File: src/rtl/sat_ctrl_pkg.sv
// Shared types and constants for the per-thread WalkSAT controller:
// FSM states, completion codes, control-vector bit positions and width helpers.
package sat_ctrl_pkg;

    typedef enum logic [3:0] {
        S_IDLE,
        S_LOAD,
        S_SELECT_UNSAT,
        S_READ_CLAUSETAB,
        S_READ_VARTAB,
        S_EVAL_CLAUSE,
        S_WAIT_EVAL,
        S_GATHER_UNSAT,
        S_WAIT_GATHER,
        S_CHECK_SOL,
        S_RESTART,
        S_DONE
    } state_e;

    typedef enum logic [1:0] {
        ST_NONE      = 2'b00,
        ST_SAT       = 2'b01,
        ST_EXHAUSTED = 2'b10,
        ST_ABORTED   = 2'b11
    } status_e;

    // Datapath control vector bit positions; two-bit fields are given by their low bit.
    localparam int CTL_SEL_VALID = 13;
    localparam int CTL_VT_RD     = 9;
    localparam int CTL_EVAL_LO   = 6;
    localparam int CTL_EVAL_EN   = 5;
    localparam int CTL_SRC_LO    = 3;
    localparam int CTL_GATHER    = 2;
    localparam int CTL_FLIP      = 1;
    localparam int CTL_SEL_REQ   = 0;

    function automatic int vaw_f(input int num_vars);
        return $clog2(num_vars);
    endfunction

    function automatic int law_f(input int num_vars);
        return $clog2(num_vars) + 1;
    endfunction

    function automatic int ct_width_f(input int num_vars, input int nsat, input int mcm);
        return law_f(num_vars) * (nsat - 1) * mcm;
    endfunction

endpackage

File: src/rtl/sat_load_arbiter.sv
// Fixed-priority (ATT > CT > UCB) load acceptance with a one-cycle registered write stage.
module sat_load_arbiter #(
    parameter int ATT_AW = 13,
    parameter int ATT_DW = 31,
    parameter int CT_AW  = 11,
    parameter int CT_DW  = 480,
    parameter int UCB_AW = 11,
    parameter int UCB_DW = 36
) (
    input  logic              clk,
    input  logic              rst_n,
    input  logic              load_active,
    input  logic [ATT_AW-1:0] att_addr,
    input  logic [ATT_DW-1:0] att_data,
    input  logic              att_valid,
    input  logic [CT_AW-1:0]  ct_addr,
    input  logic [CT_DW-1:0]  ct_data,
    input  logic              ct_valid,
    input  logic [UCB_AW-1:0] ucb_addr,
    input  logic [UCB_DW-1:0] ucb_data,
    input  logic              ucb_valid,
    output logic              att_ready,
    output logic              ct_ready,
    output logic              ucb_ready,
    output logic              att_wr_en,
    output logic [ATT_AW-1:0] att_wr_addr,
    output logic [ATT_DW-1:0] att_wr_data,
    output logic              ct_wr_en,
    output logic [CT_AW-1:0]  ct_wr_addr,
    output logic [CT_DW-1:0]  ct_wr_data,
    output logic              ucb_wr_en,
    output logic [UCB_AW-1:0] ucb_wr_addr,
    output logic [UCB_DW-1:0] ucb_wr_data,
    output logic              ucb_setup
);

    logic att_acc, ct_acc, ucb_acc;

    assign att_ready = load_active;
    assign ct_ready  = load_active & ~att_valid;
    assign ucb_ready = load_active & ~att_valid & ~ct_valid;

    assign att_acc = att_ready & att_valid;
    assign ct_acc  = ct_ready  & ct_valid;
    assign ucb_acc = ucb_ready & ucb_valid;

    // Write stage: accepted beat appears on the table write port one cycle later.
    always_ff @(posedge clk) begin
        if (!rst_n) begin
            att_wr_en   <= 1'b0;
            att_wr_addr <= '0;
            att_wr_data <= '0;
            ct_wr_en    <= 1'b0;
            ct_wr_addr  <= '0;
            ct_wr_data  <= '0;
            ucb_wr_en   <= 1'b0;
            ucb_wr_addr <= '0;
            ucb_wr_data <= '0;
            ucb_setup   <= 1'b0;
        end else begin
            att_wr_en <= att_acc;
            ct_wr_en  <= ct_acc;
            ucb_wr_en <= ucb_acc;
            ucb_setup <= ucb_acc;
            if (att_acc) begin
                att_wr_addr <= att_addr;
                att_wr_data <= att_data;
            end
            if (ct_acc) begin
                ct_wr_addr <= ct_addr;
                ct_wr_data <= ct_data;
            end
            if (ucb_acc) begin
                ucb_wr_addr <= ucb_addr;
                ucb_wr_data <= ucb_data;
            end
        end
    end

endmodule

File: src/rtl/sat_thread_controller.sv
// Per-thread WalkSAT controller: table loading, then the select/read/eval/gather
// flip loop with flip/try limits, restarts, abort and a completion status.
module sat_thread_controller
    import sat_ctrl_pkg::*;
#(
    parameter int NSAT                      = 3,
    parameter int NUM_VARIABLES             = 2048,
    parameter int MAX_CLAUSE_MEMBERSHIP     = 20,
    parameter int UNSAT_CLAUSE_BUFFER_DEPTH = 2048,
    parameter int CONTROLLER_SIGNAL_WIDTH   = 14,
    parameter int FLIP_CNT_WIDTH            = 32,
    parameter int TRY_CNT_WIDTH             = 16,
    parameter int EVAL_WAIT_CYCLES          = 1,
    localparam int VAW      = vaw_f(NUM_VARIABLES),
    localparam int LAW      = law_f(NUM_VARIABLES),
    localparam int CT_WIDTH = ct_width_f(NUM_VARIABLES, NSAT, MAX_CLAUSE_MEMBERSHIP),
    localparam int UAW      = $clog2(UNSAT_CLAUSE_BUFFER_DEPTH)
) (
    input  logic                               clk,
    input  logic                               rst_n,
    input  logic                               start,
    input  logic                               start_run,
    input  logic                               abort,
    input  logic [FLIP_CNT_WIDTH-1:0]          max_flips_i,
    input  logic [TRY_CNT_WIDTH-1:0]           max_tries_i,
    input  logic [LAW:0]                       att_load_addr_i,
    input  logic [VAW+MAX_CLAUSE_MEMBERSHIP-1:0] att_load_data_i,
    input  logic                               att_load_valid_i,
    input  logic [VAW-1:0]                     ct_load_addr_i,
    input  logic [CT_WIDTH-1:0]                ct_load_data_i,
    input  logic                               ct_load_valid_i,
    input  logic [UAW-1:0]                     ucb_load_addr_i,
    input  logic [NSAT*LAW-1:0]                ucb_load_data_i,
    input  logic                               ucb_load_valid_i,
    output logic                               att_load_ready_o,
    output logic                               ct_load_ready_o,
    output logic                               ucb_load_ready_o,
    input  logic [UAW:0]                       unsat_buffer_count_i,
    input  logic                               restart_done_i,
    output logic [CONTROLLER_SIGNAL_WIDTH-1:0] control_signal_o,
    output logic                               att_wr_en_o,
    output logic [LAW:0]                       att_wr_addr_o,
    output logic [VAW+MAX_CLAUSE_MEMBERSHIP-1:0] att_wr_data_o,
    output logic                               ct_wr_en_o,
    output logic [VAW-1:0]                     ct_wr_addr_o,
    output logic [CT_WIDTH-1:0]                ct_wr_data_o,
    output logic                               ucb_setup_wr_en_o,
    output logic [UAW-1:0]                     ucb_setup_wr_addr_o,
    output logic [NSAT*LAW-1:0]                ucb_setup_wr_data_o,
    output logic                               ucb_setup_o,
    output logic                               restart_o,
    output logic                               done,
    output logic                               load_done,
    output logic                               busy,
    output logic [1:0]                         status_o,
    output logic [FLIP_CNT_WIDTH-1:0]          flip_count_o,
    output logic [TRY_CNT_WIDTH-1:0]           try_count_o
);

    localparam int WCW = (EVAL_WAIT_CYCLES > 1) ? $clog2(EVAL_WAIT_CYCLES) : 1;
    localparam logic [WCW-1:0] WAIT_LOAD = WCW'(EVAL_WAIT_CYCLES - 1);

    state_e                    state, state_nxt;
    status_e                   status_q, finish_code;
    logic [WCW-1:0]            wait_cnt;
    logic [FLIP_CNT_WIDTH-1:0] flip_count, max_flips_q;
    logic [TRY_CNT_WIDTH-1:0]  try_count, max_tries_q;
    logic [TRY_CNT_WIDTH:0]    try_next, tries_eff;
    logic                      load_done_q;
    logic                      latch_run, flip_inc, restart_ack, start_acc, finish;
    logic                      any_valid, in_run;

    assign any_valid = att_load_valid_i | ct_load_valid_i | ucb_load_valid_i;
    assign in_run    = state inside {S_SELECT_UNSAT, S_READ_CLAUSETAB, S_READ_VARTAB,
                                     S_EVAL_CLAUSE, S_WAIT_EVAL, S_GATHER_UNSAT,
                                     S_WAIT_GATHER, S_CHECK_SOL, S_RESTART};
    assign try_next  = {1'b0, try_count} + 1'b1;
    // A zero try limit still allows a single try.
    assign tries_eff = (max_tries_q == '0) ? {{TRY_CNT_WIDTH{1'b0}}, 1'b1} : {1'b0, max_tries_q};

    sat_load_arbiter #(
        .ATT_AW(LAW + 1),
        .ATT_DW(VAW + MAX_CLAUSE_MEMBERSHIP),
        .CT_AW (VAW),
        .CT_DW (CT_WIDTH),
        .UCB_AW(UAW),
        .UCB_DW(NSAT * LAW)
    ) u_load_arbiter (
        .clk        (clk),
        .rst_n      (rst_n),
        .load_active(state == S_LOAD),
        .att_addr   (att_load_addr_i),
        .att_data   (att_load_data_i),
        .att_valid  (att_load_valid_i),
        .ct_addr    (ct_load_addr_i),
        .ct_data    (ct_load_data_i),
        .ct_valid   (ct_load_valid_i),
        .ucb_addr   (ucb_load_addr_i),
        .ucb_data   (ucb_load_data_i),
        .ucb_valid  (ucb_load_valid_i),
        .att_ready  (att_load_ready_o),
        .ct_ready   (ct_load_ready_o),
        .ucb_ready  (ucb_load_ready_o),
        .att_wr_en  (att_wr_en_o),
        .att_wr_addr(att_wr_addr_o),
        .att_wr_data(att_wr_data_o),
        .ct_wr_en   (ct_wr_en_o),
        .ct_wr_addr (ct_wr_addr_o),
        .ct_wr_data (ct_wr_data_o),
        .ucb_wr_en  (ucb_setup_wr_en_o),
        .ucb_wr_addr(ucb_setup_wr_addr_o),
        .ucb_wr_data(ucb_setup_wr_data_o),
        .ucb_setup  (ucb_setup_o)
    );

    always_comb begin
        state_nxt   = state;
        latch_run   = 1'b0;
        flip_inc    = 1'b0;
        restart_ack = 1'b0;
        start_acc   = 1'b0;
        finish      = 1'b0;
        finish_code = ST_NONE;
        case (state)
            S_IDLE:           if (start) begin state_nxt = S_LOAD; start_acc = 1'b1; end
            S_LOAD:           if (!any_valid && start_run) begin
                                  state_nxt = S_SELECT_UNSAT;
                                  latch_run = 1'b1;
                              end
            S_SELECT_UNSAT:   state_nxt = S_READ_CLAUSETAB;
            S_READ_CLAUSETAB: state_nxt = S_READ_VARTAB;
            S_READ_VARTAB:    state_nxt = S_EVAL_CLAUSE;
            S_EVAL_CLAUSE:    state_nxt = S_WAIT_EVAL;
            S_WAIT_EVAL:      if (wait_cnt == '0) state_nxt = S_GATHER_UNSAT;
            S_GATHER_UNSAT:   state_nxt = S_WAIT_GATHER;
            S_WAIT_GATHER:    begin state_nxt = S_CHECK_SOL; flip_inc = 1'b1; end
            S_CHECK_SOL: begin
                if (unsat_buffer_count_i == '0) begin
                    state_nxt   = S_DONE;
                    finish      = 1'b1;
                    finish_code = ST_SAT;
                end else if (flip_count >= max_flips_q) begin
                    if (try_next < tries_eff) begin
                        state_nxt = S_RESTART;
                    end else begin
                        state_nxt   = S_DONE;
                        finish      = 1'b1;
                        finish_code = ST_EXHAUSTED;
                    end
                end else begin
                    state_nxt = S_SELECT_UNSAT;
                end
            end
            S_RESTART:        if (restart_done_i) begin
                                  state_nxt   = S_SELECT_UNSAT;
                                  restart_ack = 1'b1;
                              end
            S_DONE:           if (start) begin state_nxt = S_LOAD; start_acc = 1'b1; end
            default:          state_nxt = S_IDLE;
        endcase
        // Abort wins over every other transition while solving.
        if (abort && in_run) begin
            state_nxt   = S_DONE;
            finish      = 1'b1;
            finish_code = ST_ABORTED;
            flip_inc    = 1'b0;
            restart_ack = 1'b0;
        end
    end

    always_ff @(posedge clk) begin
        if (!rst_n) begin
            state       <= S_IDLE;
            wait_cnt    <= '0;
            flip_count  <= '0;
            try_count   <= '0;
            status_q    <= ST_NONE;
            load_done_q <= 1'b0;
        end else begin
            state <= state_nxt;
            if (state == S_EVAL_CLAUSE)
                wait_cnt <= WAIT_LOAD;
            else if (state == S_WAIT_EVAL && wait_cnt != '0)
                wait_cnt <= wait_cnt - 1'b1;
            if (latch_run) begin
                flip_count <= '0;
                try_count  <= '0;
            end else if (restart_ack) begin
                flip_count <= '0;
                try_count  <= try_count + 1'b1;
            end else if (flip_inc && flip_count != '1) begin
                flip_count <= flip_count + 1'b1;
            end
            if (start_acc) begin
                status_q    <= ST_NONE;
                load_done_q <= 1'b0;
            end else begin
                if (finish)    status_q    <= finish_code;
                if (latch_run) load_done_q <= 1'b1;
            end
        end
    end

    always_ff @(posedge clk) begin
        if (latch_run) begin
            max_flips_q <= max_flips_i;
            max_tries_q <= max_tries_i;
        end
    end

    always_comb begin
        control_signal_o = '0;
        case (state)
            S_SELECT_UNSAT: begin
                control_signal_o[CTL_SEL_VALID] = 1'b1;
                control_signal_o[CTL_SEL_REQ]   = 1'b1;
            end
            S_READ_VARTAB: begin
                control_signal_o[CTL_VT_RD]       = 1'b1;
                control_signal_o[CTL_SRC_LO +: 2] = 2'b01;
            end
            S_EVAL_CLAUSE: begin
                control_signal_o[CTL_EVAL_LO +: 2] = 2'b01;
                control_signal_o[CTL_EVAL_EN]      = 1'b1;
                control_signal_o[CTL_SRC_LO +: 2]  = 2'b10;
            end
            S_GATHER_UNSAT: control_signal_o[CTL_GATHER] = 1'b1;
            S_WAIT_GATHER:  control_signal_o[CTL_FLIP]   = 1'b1;
            default: ;
        endcase
    end

    assign restart_o    = (state == S_RESTART);
    assign done         = (state == S_DONE);
    assign busy         = (state != S_IDLE) && (state != S_DONE);
    assign load_done    = load_done_q;
    assign status_o     = status_q;
    assign flip_count_o = flip_count;
    assign try_count_o  = try_count;

endmodule

File: config.mk
export PLATFORM = sky130hd
export DESIGN_NAME = sat_thread_controller
export DESIGN_NICKNAME = d
export VERILOG_FILES = /design/src/rtl/sat_ctrl_pkg.sv /design/src/rtl/sat_load_arbiter.sv /design/src/rtl/sat_thread_controller.sv
export SDC_FILE = /design/constraint.sdc
export NUM_CORES = 1
export LEC_CHECK = 0
export ABC_CLOCK_PERIOD_IN_PS = 4000
export BUFFER_PORTS_ARGS = -buffer_cell sky130_fd_sc_hd__buf_2
export CORE_AREA = 2 2 512 514
export DETAILED_ROUTE_END_ITERATION = 10
export DIE_AREA = 0 0 514 516
export PLACE_DENSITY = 0.34
export SLEW_MARGIN = 0
export SYNTH_ARGS = -nofsm -noshare
export SYNTH_HDL_FRONTEND = slang
export SYNTH_SLANG_ARGS = --single-unit
File: constraint.sdc
create_clock -name clk -period 4 [get_ports clk]
set_input_delay 0.4 -clock clk [delete_from_list [all_inputs] [get_ports clk]]
set_output_delay 0.4 -clock clk [all_outputs]
set_load 0.01 [all_outputs]
# ---- Yosys cells after proc, flatten, opt, wreduce, memory -nomap -nowiden
# Index checks and enable logic that the tools add are counted.
dict set report word_totals {
  inputBits 651
  regBits 689
  word_cells 108
}
dict set report op_classes {
  magnitude_cmp 2
  muxes 34
  bitwise 10
  eq_ne 21
  n_addsub 4
  reduce_logical 19
}
# cell n
set op_table {}
lappend op_table {{$pmux W4 S11} 1}
lappend op_table {{$add A32 B1 Y32 const B} 1}
lappend op_table {{$ge A32 B32 Y1} 1}
lappend op_table {{$ne A32 B32 Y1 const B} 1}
lappend op_table {{$mux W4} 7}
lappend op_table {{$mux W1} 18}
lappend op_table {{$add A16 B1 Y17 const B} 1}
lappend op_table {{$lt A17 B16 Y1} 1}
lappend op_table {{$add A16 B1 Y16 const B} 1}
lappend op_table {{$eq A4 B3 Y1 const B} 4}
lappend op_table {{$eq A4 B4 Y1 const B} 4}
lappend op_table {{$logic_not A16 Y1} 1}
lappend op_table {{$mux W16} 1}
lappend op_table {{$logic_not A12 Y1} 1}
lappend op_table {{$mux W2} 6}
lappend op_table {{$reduce_or A2 Y1} 5}
lappend op_table {{$reduce_bool A9 Y1} 1}
lappend op_table {{$eq A4 B2 Y1 const B} 2}
lappend op_table {{$reduce_and A4 Y1} 2}
lappend op_table {{$ne A2 B2 Y1 const B} 3}
lappend op_table {{$ne A3 B3 Y1 const B} 2}
lappend op_table {{$and A1 B1 Y1} 5}
lappend op_table {{$logic_and A1 B1 Y1} 5}
lappend op_table {{$eq A4 B1 Y1 const B} 1}
lappend op_table {{12 further kinds} 15}

# ---- Logic depth before layout (Yosys ltp)
# Gate-level depths: netlist (run 1).
dict set report logic_depth {
  word_depth 8
  mapped_depth 15
}

# ---- Modules after synthesis
# From an unflattened synthesis (run 1), not the netlist that was laid out.
dict set report hier_totals {
  hier_cells 3165
  area_unflattened_um2 29562.1
}
# mod area_each_um2 cells_each seq_area_each_um2 instances
set modules_own_cells {}
lappend modules_own_cells {sat_load_arbiter 23759.0 2546 11711.2 1}
lappend modules_own_cells {sat_thread_controller 5803.1 619 2562.5 1}

# ---- Least setup slack after synthesis (run 1)
# OpenSTA, ideal clock, no wires.
dict set report synth_timing {
  path_kind {register to register}
  startpoint {register try_count[6], in the netlist try_count_o[6]}
  endpoint {register status_q[1], in the netlist status_o[1]}
  arrival_time_ns 2.931
  t_required_ns 3.868
  setup_time_ns 0.132
  path_slack_ns 0.937
  stages_incl_launch_ff 16
  n_path_buf 1
  path_cell_list {dfxtp_1 > nand2_1 > nor2_1 > nand3_1 > or2_2 > clkbuf_1 > nor2_1 > xor2_1 > ha_1 > o21ai_0 > a21oi_1 > or3_1 > a221oi_1 > a22oi_2 > and3b_1 > a211oi_1}
}
dict set report synth_via {
  elab_chain_cells 7
  elab_cells_between_ends 12
  cone_classes {1 x add/sub; 1 x order compare; 10 x mux}
}
# item line
set synth_lines {}
lappend synth_lines {{start: declaration} sat_thread_controller.sv:67} ;# logic [TRY_CNT_WIDTH-1:0] try_count, max_tries_q;
lappend synth_lines {{start signal: assignment} sat_thread_controller.sv:190} ;# try_count <= try_count + 1'b1;
lappend synth_lines {{$add A16 B1 Y17 (*)} sat_thread_controller.sv:77} ;# assign try_next = {1'b0, try_count} + 1'b1;
lappend synth_lines {{net try_next[13]} sat_thread_controller.sv:68} ;# logic [TRY_CNT_WIDTH:0] try_next, tries_eff;
lappend synth_lines {{$lt A17 B16 Y1 (*)} sat_thread_controller.sv:143} ;# if (try_next < tries_eff) begin
lappend synth_lines {{$mux W2 / $mux W1 (equally long branches)} sat_thread_controller.sv:143}
lappend synth_lines {{$mux W2 / $mux W1 (equally long branches)} sat_thread_controller.sv:142} ;# end else if (flip_count >= max_flips_q) begin
lappend synth_lines {{$mux W2 / $mux W1 (equally long branches)} sat_thread_controller.sv:138} ;# if (unsat_buffer_count_i == '0) begin
lappend synth_lines {{$mux W2 / $mux W1 (equally long branches)} sat_thread_controller.sv:124} ;# case (state)
lappend synth_lines {{$mux W2 / $mux W1 (equally long branches)} sat_thread_controller.sv:162} ;# if (abort && in_run) begin
lappend synth_lines {{end signal: assignment} sat_thread_controller.sv:198} ;# if (finish) status_q <= finish_code;
lappend synth_lines {{end: declaration} sat_thread_controller.sv:64} ;# status_e status_q, finish_code;
# The timed path passes the listed nets; every way through them passes the cells marked *.
# A chain may end at the register's enable or synchronous reset.

# ---- Worst setup path after layout (run 1)
# Same ends and word-level chain as after synthesis.

==> metrics.cfg, run 1 <==
[timing]
skew_ps=48.5
hold_viol=0
post-route-period-util_pct=83.9
finalMaxSlewViolations=0
min_period_ps=3360
fmax_ghz=0.298
worst_slew_pin_slew_ps=1130
rsz0062_at_grt=no
maxSlewHeadroom_pct=25.0
fin_setup_tns_ps=0
finalSetupViolations=0

[routing]
drc_errors=0
wire_per_inst_um=21.6
via_count=28900
first_iter_violations=1243
dr.pass1.iters=5
ant_nets=0
via_per_inst=3.41
routed_wl_um=183000

[placement]
dp.cells=7676
place.gp.congestion=0.895
hpwlAfterDp_um=149000
io_buffers=1302

[clocking]
htreeDepth=3
cts.sinks=689
cts_tree=done
cts_resized=0
cts-root-buf=clkbuf_16
numCtsBuffers=94
clockBufferDepth=3
clk_pin_slew_ps=60
clk_latency_ps=740

[final_layout]
area_growth_pct=72.6
fillers=29500
fin_nets=5680
drive_gt1_share_pct=30.1
finalNonFillerCells=8475

[grt]
grt_pass1_wl_um=246000
grt_usage_pct=13.2
antenna_found_initial=49
overflow=0
grt_pass1_vias=29800
grt_max_degree=128

[power]
vdd_ir_drop_max_v=0.000290
p_leak_nw=19.5
pwr_density_cell_mw_per_mm2=439
switching_power_mw=6.40
swShare_pct=31.2
clkPwrFrac_pct=42.4
combinationalPowerShare_pct=19.9
intPower_mw=14.1
seq_power_share_pct=37.7

[job]
drv_cap=0

[synth]
synth_most_common_cell=nand2_1
netlist_top_cells_area=dfxtp_1 (47%), nand2_1 (17%), a21boi_0 (11%)
avgSynthCellArea_um2=8.67
syn_inst=3125
synth_cell_types=64
synth_top_flop_cell=dfxtp_1
synth_top_area_share_pct=47.4
ys_seq_area_share_pct=52.7
yosys_warnings=0
synth_edf_count=48
synth_area_mm2=0.0271
synthArstFlopShare_pct=0
synth-seq-cells=689
ys_top_cells_by_count=nand2_1 (1197), dfxtp_1 (641), a21boi_0 (396)
synth_largest_area_cell=dfxtp_1

[critical_path]
worstPathMaxFanout=7
path_cells=nand2_1 > nor2_1 > nand3_1 > or2_2 > nor2_1 > xor2_1 > ha_1 > o21ai_0 > a21oi_1 > or3_1 > a221oi_1 > a22oi_2 > and3b_1 > a211oi_1
criticalPathCategory=register to register
critPathTopFamily=simple AND/OR/NAND/NOR gates
worstPathArrival_ps=3930
cpMaxStageDelayCell=dfxtp_1
crit_path_end_kind=register
critPathBufInv=0
required_ps=4570
cpMostUsedCell=nor2_1
start_kind=register
cpPeakStageDelay_ps=420

[die]
start_util_pct=10.5
fp.coreArea_mm2=0.259
dieArea_mm2=0.265
die_w_um=514
pin_count=1308
fp-row-count=187
die_y_um=516

[worst_hold_path]
hold_class=input port to register

[run_status]
status=complete, no violations

## final timing paths
path,cells past startpoint,from,to,slack [ps]
worst min register to register,2,u_load_arbiter.ct_wr_data[448],u_load_arbiter.ct_wr_data[448],450
worst min-delay path,3,ct_load_data_i[183],u_load_arbiter.ct_wr_data[183],90
worst max-delay path,14,try_count_o[6],status_o[1],640
worst max register to register,14,try_count_o[6],status_o[1],640
## metrics by stage
step	power (mW)	hold slack, ps	setup WS, ps	instance area (µm²)	utilization, %
3_5_place_dp	11.6	437	686	37500	14.5
4_1_cts	21.1	5.67	673	46700	18.0
2_1_floorplan	9.45	415	937	27100	-
5_1_grt	21.6	58.3	380	46700	18.0
6_report	20.5	89.2	645	46800	18.0
3_3_place_gp	11.6	425	564	37500	14.5
## cells by family (layout without fill, tap and decap cells)
logic type	count (synthesis)	after routing	synth area share [%]
buffers and inverters	278	2202	4.68
adders and majority gates	49	49	2.26
and+or+nand+nor	1393	1393	20.8
DFF	689	689	52.7
other	1	25	0.0138
AOI/OAI and AO/OA	664	664	18.0
xor gates and xnor gates	49	49	1.58
muxes	2	2	0.0739
## layout make-up
class                      instances  area [µm²]  area share, %
tap                             3402        4260           9.10
antenna                           20        50.0          0.107
sequential                       689       14300           30.5
timing repair buffer            1970       13200           28.3
clock inverter                    22         317          0.677
inverter                          63         236          0.506
multi-input combinational       2162       11600           24.8
clock buffer                     147        2780           5.95
## power by group through the flow
stage | clock (mW) | sequential (mW) | combinational (mW)
2_1_floorplan | 0 | 8.07 | 1.38
3_3_place_gp | 0 | 7.86 | 3.69
3_5_place_dp | 0 | 7.88 | 3.70
4_1_cts | 9.10 | 7.73 | 4.25
5_1_grt | 9.32 | 7.79 | 4.52
6_report | 8.69 | 7.73 | 4.09
## flip-flops by register name, summed over array words and instances (netlist names), 11 cells and up
register	cells
u_load_arbiter.ct_wr_data	480
u_load_arbiter.ucb_wr_data	36
flip_count_o	32
max_flips_q	32
u_load_arbiter.att_wr_data	31
max_tries_q	16
try_count_o	16
u_load_arbiter.att_wr_addr	13
u_load_arbiter.ct_wr_addr	11
u_load_arbiter.ucb_wr_addr	11
## cell usage in the layout (no fill, tap or decap), types with 30 or more instances in the layout
cell type      instances
nor2_1                65
dfxtp_1              641
a21boi_1             186
buf_4                 44
nand2_1             1194
clkbuf_1              32
ha_1                  49
inv_1                 62
clkbuf_16             96
dlygate4sd3_1        610
xnor2_1               30
buf_2               1301
a21oi_1               33
edfxtp_1              48
a21boi_0             396
## what timing repair did
| item | 4_1_cts | 5_1_grt |
|---|---|---|
| setup buffers | 0 | 0 |
| hold buffers | 610 | 0 |
| endpoints found under the hold margin | 610 | 0 |
## routing by layer
metal  global-route usage, %  vias to the layer above  routed length, µm
met5                       0                        -                120
met4                    3.52                       18               4710
met3                    7.04                      198              22300
met2                    21.9                     1086              84100
met1                    14.7                    13700              71900
li1                        -                    13900                  -
## worst register-to-register path: stages (launching register included)
cell and delay [ps]:
dfxtp_1 420, nand2_1 140, nor2_1 210, nand3_1 180, or2_2 410, nor2_1 130, xor2_1 180, ha_1 260
o21ai_0 180, a21oi_1 70, or3_1 310, a221oi_1 300, a22oi_2 130, and3b_1 240, a211oi_1 50
Note: power is estimated with default switching activity, not from simulation.
==> inputs of run 2 (changes only) <==
--- a/config.mk
+++ b/config.mk
@@ -5,7 +5,7 @@
 export SDC_FILE = /design/constraint.sdc
 export NUM_CORES = 1
 export LEC_CHECK = 0
-export ABC_CLOCK_PERIOD_IN_PS = 4000
+export ABC_CLOCK_PERIOD_IN_PS = 3390
 export BUFFER_PORTS_ARGS = -buffer_cell sky130_fd_sc_hd__buf_2
 export CORE_AREA = 2 2 512 514
 export DETAILED_ROUTE_END_ITERATION = 10
==> constraint.sdc (replaced) <==
create_clock -name clk -period 3.39 [get_ports clk]
set_input_delay 0.339 -clock clk [delete_from_list [all_inputs] [get_ports clk]]
set_output_delay 0.339 -clock clk [all_outputs]
set_load 0.01 [all_outputs]
==> metrics.cfg, run 2 (synthesized netlist as in run 1, its figures left out) <==
[die]
die_w_um=514  ; unchanged
dieArea_mm2=0.265  ; unchanged
start_util_pct=10.5  ; unchanged
fp-row-count=187  ; unchanged
die_y_um=516  ; unchanged
pin_count=1308  ; unchanged
fp.coreArea_mm2=0.259  ; unchanged

[placement]
hpwlAfterDp_um=149000  ; +0.58%
io_buffers=1302  ; unchanged
place.gp.congestion=0.911  ; +1.8%
dp.cells=7691  ; +0.20%
placed_area_mm2=0.0377  ; +0.57%
dp_slack_ps=79.7  ; -606 ps

[final_layout]
postLayoutCoreUtil_pct=18.2  ; +0.20 points
largest_reg_flops=480  ; unchanged
fillers=29500  ; -0.027%
seq_area_mm2=0.0143  ; about the same
largestRegisters=u_load_arbiter.ct_wr_data x480, u_load_arbiter.ucb_wr_data x36
area_growth_pct=74.4
drive_gt1_share_pct=30.6  ; +0.46 points
fin_nets=5710  ; +0.53%
mostFrequentLayoutCell=buf_2
fin_area_mm2=0.0473  ; +1.1%
layout_common_cells=buf_2 (1301), nand2_1 (1194), dfxtp_1 (639), dlygate4sd3_1 (624), a21boi_0 (396)
regMostFlops=u_load_arbiter.ct_wr_data
finalNonFillerCells=8505  ; +0.35%
multi_input_area_mm2=0.0116  ; about the same

[power]
p_leak_nw=19.8  ; +1.4%
pwr_density_cell_mw_per_mm2=523  ; +19%
vdd_ir_drop_max_v=0.000372  ; +28%
finalPower_mw=24.7  ; +21%

[critical_path]
startpoint=try_count_o[7]
reg2reg_from=try_count_o[7]
worstPathMaxFanout=4  ; -3
criticalPathCategory=register to register
crit_path_end_kind=register
required_ps=3990  ; -580 ps
start_kind=register
worstPathArrival_ps=3770  ; -160 ps

[clocking]
numCtsBuffers=95  ; +1.1%
clk_latency_ps=730  ; about the same
clk_pin_slew_ps=60  ; about the same
cts_setup_buffers=0  ; unchanged
htreeDepth=3  ; unchanged
cts.sinks=689  ; unchanged
clockBufferDepth=3  ; unchanged
cts-root-buf=clkbuf_16
cts_tree=done

[grt]
grt_pass1_vias=29900  ; +0.24%
grt_max_degree=133  ; +3.9%
antenna_found_initial=40  ; -18%
grt_usage_pct=13.2  ; about the same
grt_pass1_wl_um=245000  ; -0.32%
overflow=0  ; unchanged

[timing]
maxSlewHeadroom_pct=48.9  ; +24 points
fmax_ghz=0.315  ; +5.7%
worst_slew_pin_slew_ps=766  ; -359 ps
post-route-period-util_pct=93.6  ; +9.7 points
skew_ps=33.1  ; -15.4 ps
layout_setup_ws_ps=217  ; -428 ps
rsz0062_at_grt=no
finalSetupViolations=0  ; unchanged
min_period_ps=3170  ; -182 ps
hold_viol=0  ; unchanged
hold_ws_ps=68.5  ; -20.7 ps
finalMaxSlewViolations=0  ; unchanged
fin_setup_tns_ps=0  ; unchanged

[routing]
via_per_inst=3.40  ; about the same
first_iter_violations=1343  ; +8.0%
routed_wl_um=183000  ; +0.16%
drc_errors=0  ; unchanged
via_count=29000  ; +0.28%
dr.pass1.iters=5  ; unchanged
wire_per_inst_um=21.6  ; -0.19%
ant_nets=0  ; unchanged

[job]
drv_cap=0  ; unchanged

[worst_hold_path]
hp-start=ct_load_data_i[434]
hold_class=input port to register

[run_status]
status=complete, no violations

[run 2: timing repair]
action,4_1_cts,5_1_grt
hold buffers,624,0
endpoints found under the setup margin,0,3
hold endpoints to repair,624,0
gates resized for setup,0,6
[run 2: power by group]
group | switching [mW] | total [mW] | internal (mW)
clock | 4.38 | 10.7 | 6.37
sequential | 0.324 | 9.12 | 8.79
combinational | 2.98 | 4.86 | 1.88
total | 7.68 | 24.7 | 17.0
[run 2: layout make-up]
cell class                 instances  share of cell area (%)
sequential                       689                    30.2
timing repair buffer            1999                    28.8
multi-input combinational       2162                    24.6
tap                             3402                    9.00
clock buffer                     141                    5.88
clock inverter                    31                   0.998
inverter                          63                   0.500
antenna                           18                  0.0953
[run 2: worst paths after layout]
| check | to | slack, ps | cells past startpoint |
|---|---|---|---|
| worst max-delay path | status_o[1] | 220 | 15 |
| worst min-delay path | u_load_arbiter.ct_wr_data[434] | 70 | 3 |
| worst max register to register | status_o[1] | 220 | 15 |
| worst min register to register | wait_cnt | 440 | 2 |
[run 2: layer usage]
metal	global-route usage, %	routed length [µm]
met1	14.5	71100
met2	21.5	82700
met3	7.43	23400
met4	4.49	6090
met5	0	60
[run 2: worst max-delay path, stage by stage (launching register included)]
cell and delay, ps:
dfxtp_1 330, nand2_1 90, nor2_1 190, nand3_1 140, or2_2 340, buf_4 150, xnor2_1 120, ha_1 340
a21oi_1 180, nor2_1 50, or3_1 350, a221oi_1 250, buf_4 160, a22oi_2 80, and3b_1 250, a211oi_1 50
